**src/rtl/fetch_stage.sv**
```systemverilog
// Instruction-fetch stage: owns the PC, addresses the instruction memory and
// fills the IF/ID register with a clean valid/bubble stream.
module fetch_stage #(
  parameter int unsigned       ADDR_W    = 32,
  parameter logic [ADDR_W-1:0] RESET_PC  = '0,
  parameter logic [31:0]       NOP_INSTR = 32'h0000_0013
) (
  input  logic              clk,
  input  logic              rst,
  input  logic              stall_i,
  input  logic              flush_i,
  input  logic              redirect_i,
  input  logic [ADDR_W-1:0] redirect_pc_i,
  output logic [ADDR_W-1:0] imem_addr_o,
  input  logic [31:0]       imem_data_i,
  output logic              if_id_valid_o,
  output logic [31:0]       if_id_instr_o,
  output logic [ADDR_W-1:0] if_id_pc_o,
  output logic [ADDR_W-1:0] if_id_pc4_o,
  output logic              misalign_o,
  output logic              halted_o
);

  localparam logic [31:0]       EBREAK_INSTR = 32'h0010_0073;
  localparam logic [ADDR_W-1:0] PC_STEP      = ADDR_W'(4);

  typedef enum logic [1:0] {
    ST_BOOT = 2'd0,
    ST_RUN  = 2'd1,
    ST_HALT = 2'd2
  } state_e;

  state_e            state_q, state_d;
  logic [ADDR_W-1:0] pc_q, pc_d;
  logic              valid_q, valid_d;
  logic [31:0]       instr_q, instr_d;
  logic [ADDR_W-1:0] if_pc_q, if_pc_d;
  logic [ADDR_W-1:0] if_pc4_q, if_pc4_d;
  logic              misalign_q, misalign_d;
  logic              halted_q, halted_d;

  logic [ADDR_W-1:0] redirect_tgt;
  logic [ADDR_W-1:0] pc_inc;

  // Redirect target forced word-aligned; sequential PC wraps mod 2^ADDR_W.
  assign redirect_tgt = {redirect_pc_i[ADDR_W-1:2], 2'b00};
  assign pc_inc       = pc_q + PC_STEP;

  // Next-state and IF/ID update; redirect beats flush beats stall.
  always_comb begin
    state_d    = state_q;
    pc_d       = pc_q;
    valid_d    = valid_q;
    instr_d    = instr_q;
    if_pc_d    = if_pc_q;
    if_pc4_d   = if_pc4_q;
    misalign_d = 1'b0;
    halted_d   = halted_q;

    unique case (state_q)
      ST_BOOT: begin
        valid_d = 1'b0;
        instr_d = NOP_INSTR;
        state_d = ST_RUN;
      end
      ST_RUN: begin
        if (redirect_i) begin
          pc_d       = redirect_tgt;
          valid_d    = 1'b0;
          instr_d    = NOP_INSTR;
          misalign_d = |redirect_pc_i[1:0];
        end else if (flush_i) begin
          valid_d = 1'b0;
          instr_d = NOP_INSTR;
        end else if (!stall_i) begin
          valid_d  = 1'b1;
          instr_d  = imem_data_i;
          if_pc_d  = pc_q;
          if_pc4_d = pc_inc;
          pc_d     = pc_inc;
          if (imem_data_i == EBREAK_INSTR) begin
            state_d  = ST_HALT;
            halted_d = 1'b1;
          end
        end
      end
      ST_HALT: begin
        valid_d = 1'b0;
        instr_d = NOP_INSTR;
        if (redirect_i) begin
          pc_d       = redirect_tgt;
          misalign_d = |redirect_pc_i[1:0];
          state_d    = ST_RUN;
          halted_d   = 1'b0;
        end
      end
      default: begin
        state_d = ST_BOOT;
      end
    endcase
  end

  // State, PC and IF/ID registers; reset discards everything in flight.
  always_ff @(posedge clk or negedge rst) begin
    if (!rst) begin
      state_q    <= ST_BOOT;
      pc_q       <= RESET_PC;
      valid_q    <= 1'b0;
      instr_q    <= NOP_INSTR;
      if_pc_q    <= '0;
      if_pc4_q   <= '0;
      misalign_q <= 1'b0;
      halted_q   <= 1'b0;
    end else begin
      state_q    <= state_d;
      pc_q       <= pc_d;
      valid_q    <= valid_d;
      instr_q    <= instr_d;
      if_pc_q    <= if_pc_d;
      if_pc4_q   <= if_pc4_d;
      misalign_q <= misalign_d;
      halted_q   <= halted_d;
    end
  end

  assign imem_addr_o   = {pc_q[ADDR_W-1:2], 2'b00};
  assign if_id_valid_o = valid_q;
  assign if_id_instr_o = instr_q;
  assign if_id_pc_o    = if_pc_q;
  assign if_id_pc4_o   = if_pc4_q;
  assign misalign_o    = misalign_q;
  assign halted_o      = halted_q;

endmodule

```
**config.mk**
```make
export PLATFORM = sky130hd
export DESIGN_NAME = fetch_stage
export DESIGN_NICKNAME = d
export VERILOG_FILES = /design/src/rtl/fetch_stage.sv
export SDC_FILE = /design/constraint.sdc
export NUM_CORES = 1
export LEC_CHECK = 0
export ABC_CLOCK_PERIOD_IN_PS = 2000
export CORE_UTILIZATION = 50
export DETAILED_ROUTE_END_ITERATION = 7
export DONT_BUFFER_PORTS = 1
export PLACE_DENSITY = 0.68
export SKIP_LAST_GASP = 1
export SLEW_MARGIN = 20
export SYNTH_ARGS = -nofsm -noshare
export SYNTH_HDL_FRONTEND = slang
export SYNTH_SLANG_ARGS = --single-unit
```
**constraint.sdc**
```tcl
create_clock -name clk -period 2 [get_ports clk]
set_input_delay 0.2 -clock clk [delete_from_list [all_inputs] [get_ports clk]]
set_output_delay 0.2 -clock clk [all_outputs]
set_load 0.03 [all_outputs]
```
==> impl_metrics.ini, run 1 <==
[power]
power.share.clock_pct = 36.9
p_leak_nw = 3.40
pwr-share-comb_pct = 16.1
power_density_nw_per_um2 = 1150
netSwitchingPower_w = 0.00291
power_frac_seq_pct = 47.0
internal_power_w = 0.00554
switching_share_pct = 34.4
peakVddDrop_uv = 577

[floorplan]
coreArea_um2 = 11500
die_x_um = 111
ios = 200
die_y_um = 111
die_area_um2 = 12300
start_util_pct = 51.5
rows = 39

[cells_and_area]
syn2layout_area_growth_pct = 23.3
fin_nets = 746
multi_input_area_um2 = 2540
stdcell_count = 828
drive_gt1_share_pct = 14.9
seq_area_um2 = 3180
antennaDiodeCount = 0
fillers = 951

[yosys]
synthFlopType = dfrtp_1
synth_area_um2 = 5930
synth-seq-area-share_pct = 53.6
synth_common_cells = nand2_1, dfrtp_1, o21ai_0
avgSynthCellArea_um2 = 9.65
yosysTopAreaCell = dfrtp_1
syn_inst = 615
synthTopCellsByArea = dfrtp_1, nand2_1, a22o_1
ys_warn_count = 0
yosysTopAreaCellShare_pct = 52.3
synth_cell_type_count = 49
yosysMostFrequentCell = nand2_1
postSynthRegisterBits = 127
synth_edf_count = 0
synthArstFlopShare_pct = 100

[worst_setup_path]
crit_family = simple AND/OR/NAND/NOR gates
reg2reg_to = if_id_instr_o[1]
crit_fanout = 5
endpoint = if_id_instr_o[1]
crit_chain = inv_1 > ha_1 > or2_2 > or4_1 > o22a_1
cp.depth = 5
worstPathRequired_ps = 2330
cp_slowest_cell = or4_1
startpoint_type = register
r2r-start = state_q[0]
arrival_ps = 2230
critical_path_buf_inv_count = 1
r2r_slack_ps = 100
startpoint = state_q[0]
reg2reg_depth = 5
critical_path_class = register to register
endpoint_kind = register
critPathMaxStageDelay_ps = 490

[clock_tree]
root_buffer = clkbuf_16
cts.sinks = 127
insertion_delay_ps = 410
clk_pin_slew_ps = 50
postCtsHoldBufs = 36
clock_path_buffers = 2
cts_tree = built
cts_buffers = 17
ctsHtreeMaxLevel = 4
cts_setup_buffers = 0

[status]
violations = design-rule violations, negative hold slack
status = complete, but fails checks

[timing]
finalSetupViolCount = 0
slew_headroom_pct = 65.8
finalSetupTns_ps = 0
fin_skew_ps = 13.2
min_period_ps = 1900
hold_ws_ps = -513
max_freq_mhz = 527
finalCritPeriodShare_pct = 94.8
drv_slew = 0
rsz0062_at_grt = yes
worst_pin_slew_ps = 512
finalHoldViolCount = 127

[global_routing]
grtUsageTotal_pct = 27.4
grt_pass1_vias = 5037
antenna_found_initial = 0
grt_max_degree = 128
grt_pass1_wl_mm = 26.5
gr-total-overflow = 0

[detailed_routing]
remaining_drc_errors = 38
drt_iter0_drc = 336
wl_per_cell_um = 19.9
routed_wl_mm = 16.5
ant_nets = 0
via_count = 4863
dr.pass1.iters = 7
viasPerCell = 5.87

[placement]
place_congestion = 0.858
dp_cells = 758
port_buffers = 0
place_hpwl_mm = 10.2

[job]
maxCapViolations = 0

[min_path]
hold_path.class = primary input to async pin
==> power by group through the flow <==
stage,logic [W],registers [W],clock network (W)
2_1_floorplan,0.000704,0.00415,0
3_3_place_gp,0.00124,0.00400,0
3_5_place_dp,0.00128,0.00400,0
4_1_cts,0.00135,0.00397,0.00317
5_1_grt,0.00150,0.00401,0.00329
6_report,0.00136,0.00396,0.00312
==> worst register-to-register path, delay by kind of cell (launching register included) <==
family                   cells  cell delay [ps]
AO/OA/AOI/OAI                1              220
AND/OR/NAND/NOR              2              870
buffers and inverters        1               90
adder cells (fa/ha/maj)      1              270
flip-flops                   1              380
==> flip-flops by register name, summed over array words and instances (netlist names) <==
name / flops
if_id_instr_o: 32
if_id_pc4_o: 30
if_id_pc_o: 30
pc_q: 30
state_q: 2
halted_o: 1
if_id_valid_o: 1
misalign_o: 1
==> placed cells by master (no fill, tap or decap), types with 4 or more instances in the layout <==
master / n
and4_1: 5
nand3_1: 11
o21ai_0: 37
o22ai_1: 21
dlygate4sd3_1: 36
nand4_1: 6
xor2_1: 22
clkinv_2: 5
nor2_1: 17
conb_1: 6
a21oi_1: 29
a22o_1: 29
nand2_1: 160
o22a_1: 5
and3_1: 7
dfrtp_1: 124
buf_4: 44
buf_12: 5
clkbuf_16: 17
ha_1: 4
nor4_1: 5
a2bb2oi_1: 19
nand4_2: 6
xnor2_1: 6
inv_1: 4
==> how the worst min path moves through the flow <==
stage	start	end	slack, ps	cells after the start
2_1_floorplan	rst	halted_o	-100	0
5_1_grt	rst	if_id_instr_o[27]	-540	0
3_3_place_gp	rst	if_id_instr_o[18]	-90	0
6_report	rst	if_id_instr_o[27]	-510	0
3_5_place_dp	rst	if_id_instr_o[18]	-90	0
4_1_cts	rst	if_id_instr_o[27]	-530	0
==> metal layers <==
layer	vias to the layer above	routed length, um	global-route usage [%]
met5	-	0	0
met4	0	211	9.77
met1	2380	6940	33.7
met2	201	7850	44.4
li1	2267	-	-
met3	15	1490	9.90
==> cell families after synthesis <==
group | count (synthesis) | share of synthesized area [%]
DFF | 127 | 53.6
other | 1 | 0.0632
muxes | 1 | 0.169
xor gates and xnor gates | 28 | 4.13
adders and majority gates | 5 | 1.05
AOI/OAI and AO/OA | 155 | 17.5
buffers and inverters | 59 | 4.81
and+or+nand+nor | 239 | 18.7
==> stage by stage <==
stage | hold slack, ps | power [W] | utilization, % | setup slack (ps) | cell area (um2)
2_1_floorplan | -95.6 | 0.00486 | - | 79.8 | 5950
3_3_place_gp | -92.9 | 0.00524 | 54.9 | 121 | 6330
3_5_place_dp | -93.4 | 0.00529 | 54.9 | -29.0 | 6330
4_1_cts | -529 | 0.00848 | 63.4 | 43.8 | 7300
5_1_grt | -540 | 0.00880 | 63.6 | 38.4 | 7320
6_report | -513 | 0.00844 | 63.6 | 104 | 7320
==> repair_timing <==
action,in CTS,in global routing
gates resized for setup,1,4
cloned,1,1
setup endpoints to repair,19,51
pin swaps,1,1
endpoints found under the hold margin,162,127
==> final cells by class <==
cell class,count,share of cell area [%]
Sequential cell,127,43.5
Multi-Input combinational cell,436,34.7
Timing Repair Buffer,86,11.0
Clock buffer,21,6.29
Tap cell,143,2.44
Clock inverter,11,1.90
Inverter,4,0.205
Power figures use the tool's default switching activity.
==> run 2: changes to the inputs <==
--- a/config.mk
+++ b/config.mk
@@ -7,9 +7,10 @@
 export LEC_CHECK = 0
 export ABC_CLOCK_PERIOD_IN_PS = 2000
 export CORE_UTILIZATION = 50
+export CTS_CLUSTER_SIZE = 24
 export DETAILED_ROUTE_END_ITERATION = 7
 export DONT_BUFFER_PORTS = 1
-export PLACE_DENSITY = 0.68
+export PLACE_DENSITY_LB_ADDON = 0.12
 export SKIP_LAST_GASP = 1
 export SLEW_MARGIN = 20
 export SYNTH_ARGS = -nofsm -noshare
==> run 2 against run 1 <==
  * The run still ends with design-rule violations, negative hold slack left
  * Sequential cell count unchanged
  * Critical path depth increased by 3
  * First-iteration DRC count decreased by 16%
  * Largest power group unchanged
==> impl_metrics.ini, run 2 (synthesis gave the netlist of run 1 again) <==
[status]
status = complete, but fails checks
violations = design-rule violations, negative hold slack

[floorplan]
coreArea_um2 = 11500
die_x_um = 111
ios = 200
die_area_um2 = 12300
rows = 39
start_util_pct = 51.5
die_y_um = 111

[timing]
drv_slew = 0
finalCritPeriodShare_pct = 92.3
fin_skew_ps = 9.19
hold_ws_ps = -521
worst_pin_slew_ps = 519
max_freq_mhz = 542
finalSetupViolCount = 0
slew_headroom_pct = 65.4
finalSetupTns_ps = 0
finalHoldViolCount = 127
rsz0062_at_grt = no
min_period_ps = 1850

[cells_and_area]
syn2layout_area_growth_pct = 24.1
final_cell_mix = nand2_1, dfrtp_1, buf_4
fin_nets = 750
largest_reg_flops = 32
drive_gt1_share_pct = 15.4
layout_commonest_cell = nand2_1
stdcell_count = 832

[placement]
place_congestion = 0.774
dp_cells = 761
place_hpwl_mm = 10.3
port_buffers = 0

[global_routing]
grt_pass1_vias = 4782
gr-total-overflow = 0
grtUsageTotal_pct = 26.4
antenna_found_initial = 0
grt_pass1_wl_mm = 25.4
grt_max_degree = 128

[clock_tree]
clk_pin_slew_ps = 60
insertion_delay_ps = 410
cts_tree = built
ctsHtreeMaxLevel = 4
postCtsHoldBufs = 36
cts.sinks = 127
cts_buffers = 17
root_buffer = clkbuf_16
clock_path_buffers = 2

[worst_setup_path]
startpoint_type = register
worstPathRequired_ps = 2290
endpoint_kind = register
crit_fanout = 34
critical_path_class = register to register
arrival_ps = 2130

[detailed_routing]
dr.pass1.iters = 7
drt_iter0_drc = 283
via_count = 4848
wl_per_cell_um = 18.9
viasPerCell = 5.83
ant_nets = 0
routed_wl_mm = 15.8
remaining_drc_errors = 68

[power]
p_leak_nw = 3.42
power_density_nw_per_um2 = 1140
peakVddDrop_uv = 578

[job]
maxCapViolations = 0

[min_path]
hold_path.class = primary input to async pin
-- run 2: power by group --
group          switching, W  internal [W]  leakage, nW
clock network       0.00111       0.00198        0.287
registers          0.000985       0.00298         1.55
logic              0.000811      0.000548         1.58
-- run 2: worst paths after layout --
path | from | endpoint | slack, ps | cells past startpoint
setup / recovery | state_q[0] | pc_q[21] | 150 | 8
hold / removal | rst | if_id_instr_o[13] | -520 | 0
setup reg to reg | state_q[0] | pc_q[21] | 150 | 8
hold reg to reg | state_q[1] | state_q[1] | 560 | 2
max in group asynchronous | rst | if_id_instr_o[0] | 2320 | 0
min in group clk | redirect_pc_i[7] | pc_q[7] | 20 | 2
-- run 2: cell type report --
cell class	instances	area, um2
fillers	937	4150
flip-flops and latches	127	3180
well taps	143	179
inverters	4	15.0
repair buffers	92	868
diodes	1	2.50
clock inverters	10	139
multi-input cells	434	2530
clock buffers	21	450
-- run 2: per-stage QoR --
step	setup slack, ps	util (%)	cell area [um2]	hold WS (ps)	total power (W)
global placement	160	55.4	6370	-93.3	0.00526
global route	34.1	64.0	7360	-540	0.00877
CTS	82.4	63.6	7320	-536	0.00847
detailed placement	90.4	55.4	6370	-93.3	0.00530
finish	154	64.0	7370	-521	0.00842
floorplan	79.8	-	5950	-95.6	0.00486
-- run 2: critical path, stage by stage, from the launching register on --
cell and delay [ps]:
dfrtp_1 370, inv_1 90, ha_1 280, buf_4 180, nor2_4 230, buf_12 220, nand2_1 70, o22ai_1 150
a2bb2oi_1 100
-- run 2: layer usage --
layer  GRT usage (%)  wire, um  vias to the layer above
met4            6.94       181                        0
li1                -         -                     2278
met1            32.0      6500                     2372
met2            44.7      7730                      178
met3            9.08      1350                       20
met5               0         0                        -
-- run 2: repair_timing --
action                                 4_1_cts  5_1_grt
buffers inserted                             0        3
setup endpoints to repair                    0       10
endpoints found under the hold margin      162      127
gates resized for setup                      0        6
==> run 3: changes to the inputs <==
--- a/config.mk
+++ b/config.mk
@@ -5,7 +5,7 @@
 export SDC_FILE = /design/constraint.sdc
 export NUM_CORES = 1
 export LEC_CHECK = 0
-export ABC_CLOCK_PERIOD_IN_PS = 2000
+export ABC_CLOCK_PERIOD_IN_PS = 2090
 export CORE_UTILIZATION = 50
 export CTS_CLUSTER_SIZE = 24
 export DETAILED_ROUTE_END_ITERATION = 7
==> constraint.sdc (replaced) <==
create_clock -name clk -period 2.09 [get_ports clk]
set_input_delay 0.209 -clock clk [delete_from_list [all_inputs] [get_ports clk]]
set_output_delay 0.209 -clock clk [all_outputs]
set_load 0.03 [all_outputs]
==> run 3 against run 2 <==
  * The run still ends with design-rule violations, negative hold slack left
  * Cell area decreased by 0.95%
  * Routed wire length up 2.2%
  * Critical path depth fell by 1
  * Critical endpoint is now if_id_pc4_o[16]
==> impl_metrics.ini, run 3 (synthesis gave the netlist of run 1 again) <==
[timing]
hold_ws_ps = -506
finalHoldViolCount = 127
fin_skew_ps = 8.44
setup_ws_ps = 142
finalCritPeriodShare_pct = 93.2
drv_slew = 0
worst_pin_slew_ps = 565
finalSetupViolCount = 0
min_period_ps = 1950
max_freq_mhz = 513
slew_headroom_pct = 62.3
rsz0062_at_grt = yes

[status]
status = complete, but fails checks
violations = design-rule violations, negative hold slack

[floorplan]
rows = 39
start_util_pct = 51.5
die_x_um = 111
coreArea_um2 = 11500
die_area_um2 = 12300
ios = 200
die_y_um = 111

[cells_and_area]
drive_gt1_share_pct = 14.0
largest_reg_flops = 32
syn2layout_area_growth_pct = 23.0
post-route-util_pct = 63.4
multi_input_area_um2 = 2520
fin_nets = 742
layout_commonest_cell = nand2_1
fillers = 917
seq_area_um2 = 3180
final_cell_mix = nand2_1, dfrtp_1, buf_4

[global_routing]
grt_pass1_vias = 4766
antenna_found_initial = 1
grt_pass1_wl_mm = 25.2
grtUsageTotal_pct = 26.1
grt_max_degree = 128
gr-total-overflow = 0

[detailed_routing]
drt_iter0_drc = 275
wl_per_cell_um = 19.5
via_count = 4817
dr.pass1.iters = 7
routed_wl_mm = 16.1
ant_nets = 0
remaining_drc_errors = 34
viasPerCell = 5.84

[placement]
port_buffers = 0
place_hpwl_mm = 10.1
place_congestion = 0.781
preCtsSetupSlack_ps = 93.3

[job]
maxCapViolations = 0

[power]
power_density_nw_per_um2 = 1110
p_leak_nw = 3.38
peakVddDrop_uv = 584

[worst_setup_path]
endpoint = if_id_pc4_o[16]
startpoint = pc_q[3]
reg2reg_to = if_id_pc4_o[16]
endpoint_kind = register
r2r-start = pc_q[3]
r2r_slack_ps = 140
worstPathRequired_ps = 2360
critical_path_class = register to register
reg2reg_depth = 7
startpoint_type = register
arrival_ps = 2220
crit_fanout = 8

[min_path]
hold_path.class = primary input to async pin

[clock_tree]
clk_pin_slew_ps = 60
ctsHtreeMaxLevel = 4
cts_buffers = 17
insertion_delay_ps = 410
cts.sinks = 127
root_buffer = clkbuf_16
postCtsHoldBufs = 35
cts_setup_buffers = 0
clock_path_buffers = 2
cts_tree = built
## run 3: routing by layer
| metal | wire length [um] | global-route usage (%) | vias up |
|---|---|---|---|
| li1 | - | - | 2271 |
| met5 | 0 | 0 | - |
| met4 | 238 | 8.68 | 0 |
| met3 | 1310 | 8.09 | 21 |
| met1 | 6770 | 32.5 | 2324 |
| met2 | 7780 | 43.0 | 201 |
## run 3: area by class of cell
type	instances	area share, %
clock buffer	23	6.55
timing repair buffer	83	10.8
inverter	4	0.206
antenna	1	0.0343
clock inverter	9	1.82
multi-input combinational	435	34.6
tap	143	2.45
sequential	127	43.6
## run 3: worst min-delay path by stage
stage | from | to | slack [ps] | depth (start not counted)
detailed placement | rst | if_id_instr_o[13] | -80 | 0
global placement | rst | if_id_instr_o[13] | -80 | 0
floorplan | rst | halted_o | -90 | 0
finish | rst | if_id_instr_o[13] | -510 | 0
CTS | rst | if_id_instr_o[13] | -520 | 0
global route | rst | if_id_instr_o[13] | -520 | 0
## run 3: power breakdown
part           leakage (nW)  total, W  internal (W)  switching [W]
clock                 0.293   0.00302       0.00197        0.00105
combinational          1.54   0.00128      0.000510       0.000774
sequential             1.55   0.00379       0.00285       0.000941
## run 3: worst max-delay path: stages, from the launching register on
cell and delay (ps):
dfrtp_1 380, ha_1 200, and4_1 340, buf_4 230, nand2_1 140, nor2_1 260
xnor2_1 160, o21ai_0 80
## run 3: timing repair
| item | CTS | global route |
|---|---|---|
| endpoints found under the setup margin | 0 | 39 |
| resized for setup | 0 | 1 |
| endpoints found under the hold margin | 161 | 127 |
## run 3: per-stage QoR
stage	power, W	cell area (um2)	TNS [ps]	std cells
after floorplan	0.00465	5950	0	620
after global placement	0.00502	6320	0	756
after detailed placement	0.00506	6320	0	756
after CTS	0.00815	7290	0	823
after global routing	0.00842	7300	-13.3	825
final	0.00810	7300	0	825
